===== src/rtl/mk_top.sv =====
// mk_top: multicycle RV32I core behind a request/response memory port.
//
// Ports
//   CLK               single clock, all state updates on its rising edge
//   RST               synchronous, active-high reset
//   EN_obtain_rq_get  environment dequeues the presented request this cycle
//   obtain_rq_get     request {addr[64:33], iswrite[32], data[31:0]}
//   RDY_obtain_rq_get a valid request is presented
//   send_rs_put       response data (read word; ignored for writes)
//   EN_send_rs_put    environment delivers a response this cycle
//   RDY_send_rs_put   a response can be accepted this cycle
//
// Sequence per instruction: FETCH_RQ -> (FETCH_RS) -> EXEC, then for LW/SW
// MEM_RQ -> (MEM_RS). A response arriving together with the dequeue skips
// the *_RS wait state.
module mk_top (
    input  logic        CLK,
    input  logic        RST,
    input  logic        EN_obtain_rq_get,
    output logic [64:0] obtain_rq_get,
    output logic        RDY_obtain_rq_get,
    input  logic [31:0] send_rs_put,
    input  logic        EN_send_rs_put,
    output logic        RDY_send_rs_put
);

    localparam logic [2:0] FETCH_RQ = 3'd0;
    localparam logic [2:0] FETCH_RS = 3'd1;
    localparam logic [2:0] EXEC     = 3'd2;
    localparam logic [2:0] MEM_RQ   = 3'd3;
    localparam logic [2:0] MEM_RS   = 3'd4;

    localparam logic [6:0] OPC_LUI    = 7'b0110111;
    localparam logic [6:0] OPC_AUIPC  = 7'b0010111;
    localparam logic [6:0] OPC_JAL    = 7'b1101111;
    localparam logic [6:0] OPC_JALR   = 7'b1100111;
    localparam logic [6:0] OPC_BRANCH = 7'b1100011;
    localparam logic [6:0] OPC_LOAD   = 7'b0000011;
    localparam logic [6:0] OPC_STORE  = 7'b0100011;
    localparam logic [6:0] OPC_OPIMM  = 7'b0010011;
    localparam logic [6:0] OPC_OP     = 7'b0110011;

    logic [2:0]  state;
    logic [31:0] pc;
    logic [31:0] ir;
    logic [31:0] rf [32];
    logic [31:0] mem_addr;
    logic [31:0] mem_wdata;
    logic        mem_write;

    // Instruction fields
    logic [6:0]  opcode;
    logic [4:0]  rd;
    logic [4:0]  rs1;
    logic [4:0]  rs2;
    logic [2:0]  funct3;
    logic [31:0] rs1_val;
    logic [31:0] rs2_val;
    logic [31:0] imm_i;
    logic [31:0] imm_s;
    logic [31:0] imm_b;
    logic [31:0] imm_u;
    logic [31:0] imm_j;

    assign opcode  = ir[6:0];
    assign rd      = ir[11:7];
    assign funct3  = ir[14:12];
    assign rs1     = ir[19:15];
    assign rs2     = ir[24:20];
    assign rs1_val = (rs1 == 5'd0) ? 32'h0 : rf[rs1];
    assign rs2_val = (rs2 == 5'd0) ? 32'h0 : rf[rs2];
    assign imm_i   = {{20{ir[31]}}, ir[31:20]};
    assign imm_s   = {{20{ir[31]}}, ir[31:25], ir[11:7]};
    assign imm_b   = {{19{ir[31]}}, ir[31], ir[7], ir[30:25], ir[11:8], 1'b0};
    assign imm_u   = {ir[31:12], 12'h000};
    assign imm_j   = {{11{ir[31]}}, ir[31], ir[19:12], ir[20], ir[30:21], 1'b0};

    // ALU shared by OP and OP-IMM. bit30 selects SUB only for register ADD,
    // and SRA/SRAI for the right shifts.
    logic [31:0] alu_b;
    logic        alu_alt;
    logic [31:0] alu_out;

    assign alu_b   = (opcode == OPC_OP) ? rs2_val : imm_i;
    assign alu_alt = ir[30] && ((opcode == OPC_OP) || (funct3 == 3'b101));

    // NOTE: every combinational output gets a default first so no path
    // through the case statements can infer a latch.
    always_comb begin
        alu_out = 32'h0;
        case (funct3)
            3'b000: alu_out = alu_alt ? (rs1_val - alu_b) : (rs1_val + alu_b);
            3'b001: alu_out = rs1_val << alu_b[4:0];
            3'b010: alu_out = {31'h0, $signed(rs1_val) < $signed(alu_b)};
            3'b011: alu_out = {31'h0, rs1_val < alu_b};
            3'b100: alu_out = rs1_val ^ alu_b;
            3'b101: alu_out = alu_alt ? 32'($signed(rs1_val) >>> alu_b[4:0])
                                      : (rs1_val >> alu_b[4:0]);
            3'b110: alu_out = rs1_val | alu_b;
            default: alu_out = rs1_val & alu_b;
        endcase
    end

    logic br_taken;

    always_comb begin
        br_taken = 1'b0;
        case (funct3)
            3'b000:  br_taken = (rs1_val == rs2_val);
            3'b001:  br_taken = (rs1_val != rs2_val);
            3'b100:  br_taken = ($signed(rs1_val) < $signed(rs2_val));
            3'b101:  br_taken = ($signed(rs1_val) >= $signed(rs2_val));
            3'b110:  br_taken = (rs1_val < rs2_val);
            3'b111:  br_taken = (rs1_val >= rs2_val);
            default: br_taken = 1'b0;
        endcase
    end

    // Effect of the latched instruction, applied in EXEC
    logic        wb_en;
    logic [31:0] wb_val;
    logic [31:0] next_pc;
    logic        is_mem;
    logic        is_store;
    logic [31:0] eff_addr;

    always_comb begin
        wb_en    = 1'b0;
        wb_val   = 32'h0;
        next_pc  = pc + 32'd4;
        is_mem   = 1'b0;
        is_store = 1'b0;
        eff_addr = rs1_val + imm_i;
        case (opcode)
            OPC_LUI: begin
                wb_en  = 1'b1;
                wb_val = imm_u;
            end
            OPC_AUIPC: begin
                wb_en  = 1'b1;
                wb_val = pc + imm_u;
            end
            OPC_JAL: begin
                wb_en   = 1'b1;
                wb_val  = pc + 32'd4;
                next_pc = pc + imm_j;
            end
            OPC_JALR: begin
                wb_en   = 1'b1;
                wb_val  = pc + 32'd4;
                next_pc = (rs1_val + imm_i) & ~32'h1;
            end
            OPC_BRANCH: begin
                if (br_taken) next_pc = pc + imm_b;
            end
            OPC_LOAD: begin
                is_mem = (funct3 == 3'b010);
            end
            OPC_STORE: begin
                is_mem   = (funct3 == 3'b010);
                is_store = (funct3 == 3'b010);
                eff_addr = rs1_val + imm_s;
            end
            OPC_OPIMM, OPC_OP: begin
                wb_en  = 1'b1;
                wb_val = alu_out;
            end
            default: ;
        endcase
    end

    // Port outputs are forced quiet while reset is held.
    always_comb begin
        obtain_rq_get     = 65'h0;
        RDY_obtain_rq_get = 1'b0;
        RDY_send_rs_put   = 1'b0;
        if (!RST) begin
            case (state)
                FETCH_RQ: begin
                    RDY_obtain_rq_get = 1'b1;
                    RDY_send_rs_put   = 1'b1;
                    obtain_rq_get     = {pc, 1'b0, 32'h0};
                end
                FETCH_RS: RDY_send_rs_put = 1'b1;
                MEM_RQ: begin
                    RDY_obtain_rq_get = 1'b1;
                    RDY_send_rs_put   = 1'b1;
                    obtain_rq_get     = {mem_addr, mem_write, mem_wdata};
                end
                MEM_RS: RDY_send_rs_put = 1'b1;
                default: ;
            endcase
        end
    end

    // NOTE: sequential state is assigned only with <= so every register
    // samples the pre-edge values, independent of statement order.
    always_ff @(posedge CLK) begin
        if (RST) begin
            state     <= FETCH_RQ;
            pc        <= 32'h0;
            ir        <= 32'h0;
            mem_addr  <= 32'h0;
            mem_wdata <= 32'h0;
            mem_write <= 1'b0;
            // NOTE: the register file is cleared on reset because software
            // observes x1..x31 as zero afterwards; this rules out a RAM macro.
            for (int i = 0; i < 32; i++) rf[i] <= 32'h0;
        end else begin
            case (state)
                FETCH_RQ: begin
                    if (EN_obtain_rq_get) begin
                        if (EN_send_rs_put) begin
                            ir    <= send_rs_put;
                            state <= EXEC;
                        end else begin
                            state <= FETCH_RS;
                        end
                    end
                end
                FETCH_RS: begin
                    if (EN_send_rs_put) begin
                        ir    <= send_rs_put;
                        state <= EXEC;
                    end
                end
                EXEC: begin
                    pc        <= next_pc;
                    mem_addr  <= eff_addr;
                    mem_write <= is_store;
                    mem_wdata <= is_store ? rs2_val : 32'h0;
                    if (wb_en && (rd != 5'd0)) rf[rd] <= wb_val;
                    state <= is_mem ? MEM_RQ : FETCH_RQ;
                end
                MEM_RQ: begin
                    if (EN_obtain_rq_get) begin
                        if (EN_send_rs_put) begin
                            if (!mem_write && (rd != 5'd0)) rf[rd] <= send_rs_put;
                            state <= FETCH_RQ;
                        end else begin
                            state <= MEM_RS;
                        end
                    end
                end
                MEM_RS: begin
                    if (EN_send_rs_put) begin
                        if (!mem_write && (rd != 5'd0)) rf[rd] <= send_rs_put;
                        state <= FETCH_RQ;
                    end
                end
                default: state <= FETCH_RQ;
            endcase
        end
    end

endmodule


===== config.mk =====
export PLATFORM = sky130hd
export DESIGN_NAME = mk_top
export DESIGN_NICKNAME = d
export VERILOG_FILES = /design/src/rtl/mk_top.sv
export SDC_FILE = /design/constraint.sdc
export NUM_CORES = 2
export LEC_CHECK = 0
export BUFFER_PORTS_ARGS = -buffer_cell sky130_fd_sc_hd__buf_2
export CAP_MARGIN = 30
export CORE_MARGIN = 4
export CORE_UTILIZATION = 45
export CTS_BUF_LIST = sky130_fd_sc_hd__clkbuf_8
export DETAILED_ROUTE_END_ITERATION = 10
export HOLD_SLACK_MARGIN = 0.1
export PLACE_DENSITY_LB_ADDON = 0.3
export SYNTH_ARGS = -nofsm -noshare
export SYNTH_HDL_FRONTEND = slang
export SYNTH_SLANG_ARGS = --single-unit
export TNS_END_PERCENT = 100

===== constraint.sdc =====
create_clock -name CLK -period 9.4 [get_ports CLK]
set_input_delay 0.47 -clock CLK [delete_from_list [all_inputs] [get_ports CLK]]
set_output_delay 0.47 -clock CLK [all_outputs]
set_load 0.02 [all_outputs]

==> reports/metrics.yaml <==
sta:
  timing.hold.ws_ns: 0.344
  slew_viol_final: 0
  final-setup-viol-count: 0
  tns_ns: 0
  fmax_mhz: 117
  period_share_pct: 90.6
  worst_pin_slew_ns: 1.14
  period_needed_ns: 8.52
  maxSlewHeadroom_pct: 23.8
  finClkSkew_ns: 0.0801
  grt_setup_unrepaired: "no"
  hold_viol_final: 0
grt:
  grt_pass1_wl_um: 510000
  grt_antenna_before_repair: 17
  grt_pass1_vias: 66100
  grt-ovfl-total: 0
  gr-usage-all-layers_pct: 40.0
  grt_max_degree: 107
critical_path:
  critPathKind: "flop to flop"
  critPathArrivalTime_ns: 9.16
  required_ns: 10.05
  cp-start-kind: "flop"
  end_kind: "flop"
  cp_slowest_cell: "dfxtp_4"
  path_cells: "buf_4 -> mux4_2 -> mux4_2 -> mux2i_1 -> nor2_1 -> mux2i_1 -> ha_1 -> o211ai_1 -> a211oi_1 -> o21ai_0 -> a21oi_1 -> o21ai_0 -> a2111o_1 -> a21oi_1 -> nor3b_1 -> o31ai_4 -> buf_4 -> nor2_1"
  cp_slowest_stage_delay_ns: 0.91
  cp_max_fo: 40
yosys:
  synth_edf_count: 1024
  yosys.area.top_type: "edfxtp_1"
  synth_flop_cell: "edfxtp_1"
  yosysUniqueCellTypes: 106
  seq_area_frac_synth_pct: 43.1
  synthCells: 7292
  yosys-top-cells-area: "edfxtp_1 (40%), mux4_2 (13%), mux2i_1 (4.5%)"
  async_reset_ff_share_pct: 0
  syn_area_um2: 77800
  synth_top_area_share_pct: 39.5
  yosys_warnings: 0
  syn_area_per_cell_um2: 10.7
  ys_ff_latch: 1165
clock_network:
  clkLatencyLatePin_ns: 0.98
  cts_buffers: 193
  cts_tree: "built"
  cts_root_buf: "clkbuf_8"
  cts_setup_buffers: 0
  clkTransAtPathRegs_ns: 0.06
  htree_levels: 4
  cts_sinks: 1165
  ctsLongestPathBuffers: 3
cells_and_area:
  nets: 7558
  fillers: 15400
  syn_to_final_growth_pct: 9.76
  drive_gt1_share_pct: 17.7
route:
  drt-initial-drc-count: 13100
  post-route-drc-count: 0
  vias_per_cell: 7.18
  wl_per_cell_um: 37.9
  vias: 70200
  wirelength_um: 370000
  final_antenna_net_count: 0
  drtPass1Iterations: 10
placement:
  place_hpwl_um: 250000
  io_buffers: 102
  place.gp.congestion: 1.06
power:
  cellPowerDensity_nw_per_um2: 161
  ir_worst_vdd_uv: 109
  power_leakage_nw: 29.3
floorplanning:
  die_h_um: 424
  die-width_um: 424
  dieArea_um2: 180000
  start_util_pct: 45.3
  coreArea_um2: 172000
  pin_count: 103
  rows: 152
run_status:
  status: "completed"
worst_hold_path:
  hp-class: "input port to flop"
flow_run:
  max_cap_viol_count: 0
==> routing by layer <==
metal / track usage (%) / part of all wire (%)
met2: 57.6 / 42
met4: 27.3 / 8.6
met1: 50.8 / 35
met3: 13.6 / 15
met5: 0.188 / 0.041
==> registers in the layout, indices dropped and copies added (netlist names), named ones only <==
register,count
pc,31
state,3
mem_addr,32
ir,32
rf,1024
mem_wdata,32
mem_write,1
==> final cells by class <==
class                           count  area [µm²]  share of cell area (%)
Multi-Input combinational cell   5291       41000                    48.0
Sequential cell                  1165       33600                    39.3
Timing Repair Buffer              468        3540                    4.15
Tap cell                         2310        2890                    3.38
Clock buffer                      200        2750                    3.22
Clock inverter                    158         923                    1.08
Inverter                          177         668                   0.782
Antenna cell                       17        42.5                  0.0498
==> report_power, final <==
| part | switching (mW) | internal (mW) | total, mW | leakage [nW] |
|---|---|---|---|---|
| combinational | 2.34 | 1.05 | 3.39 | 15.5 |
| sequential | 0.158 | 5.80 | 5.95 | 11.7 |
| clock | 2.25 | 2.16 | 4.42 | 2.14 |
==> cells by family after synthesis <==
group	synth area share (%)
AND/OR/NAND/NOR	12.9
multiplexers	17.7
buffers and inverters	5.07
XOR/XNOR	1.87
other	0.00482
AO/OA/AOI/OAI	15.6
adder cells (fa/ha/maj)	3.70
flip-flops	43.1
==> what timing repair did <==
| item | CTS | global route |
|---|---|---|
| hold endpoints to repair | 79 | 0 |
| gates resized for setup | 0 | 0 |
| hold buffers | 39 | 0 |
==> worst max-delay path, delay by kind of cell, from the launching register on <==
kind / cells / cell delay, ns
AO/OA/AOI/OAI: 8 / 2.85
adder cells (fa/ha/maj): 1 / 0.42
buffers and inverters: 2 / 1.04
flip-flops: 1 / 0.91
multiplexers: 4 / 2.43
AND/OR/NAND/NOR: 3 / 0.48
==> metrics by stage <==
stage,setup WS [ns],cell area [µm²],cells,power [mW],util (%)
floorplan,2.71,77900,7323,7.89,-
global placement,1.39,81100,9347,9.21,47.2
CTS,1.39,85300,9764,13.6,49.7
detailed placement,1.42,81300,9367,9.23,47.3
global route,0.797,85400,9776,14.1,49.7
finish,0.883,85400,9786,13.8,49.7
==> cell usage in the layout (no fill, tap or decap), types with 25 or more instances in the layout <==
cell,n
a211oi_1,70
a21o_1,67
a21oi_1,636
a221oi_1,50
a22o_1,52
a22oi_1,183
a31oi_1,48
and2_1,79
and3_1,35
buf_2,106
buf_4,302
clkbuf_8,200
clkinv_1,45
conb_1,32
dfxtp_1,130
dlygate4sd3_1,39
edfxtp_1,1024
ha_1,219
inv_1,237
mux2i_1,353
mux4_2,444
nand2_1,449
nand2_2,31
nand2b_1,68
nand2b_2,31
nand3_1,125
nand4_1,37
nor2_1,871
nor2b_1,103
nor3_1,235
nor4_1,25
o211ai_1,58
o21a_1,39
o21ai_0,259
o21bai_1,30
o221ai_1,29
o22ai_1,72
xnor2_1,109
xor2_1,57
==> final timing paths <==
check	slack (ns)	from	cells past startpoint	end
max	0.88	flop	18	rf[15][16]$_SDFFCE_PN0P_
min	0.34	send_rs_put[4]	4	ir[4]$_SDFFE_PP0P_
max reg2reg	0.88	flop	18	rf[15][16]$_SDFFCE_PN0P_
min reg2reg	0.45	mem_addr[1]$_SDFFE_PP0N_	2	mem_addr[1]$_SDFFE_PP0N_
==> cell usage after synthesis (79+ instances only) <==
| master | count |
|---|---|
| mux2i_1 | 353 |
| xnor2_1 | 109 |
| inv_1 | 168 |
| clkbuf_1 | 417 |
| ha_1 | 219 |
| buf_2 | 128 |
| nand2b_1 | 100 |
| a22oi_1 | 187 |
| and2_1 | 79 |
| nand2_1 | 480 |
| nor2b_1 | 106 |
| dfxtp_1 | 141 |
| nand3_1 | 125 |
| nor3_1 | 240 |
| a21oi_1 | 639 |
| o21ai_0 | 264 |
| nor2_1 | 875 |
| mux4_2 | 444 |
| edfxtp_1 | 1024 |
Power figures use the tool's default switching activity.
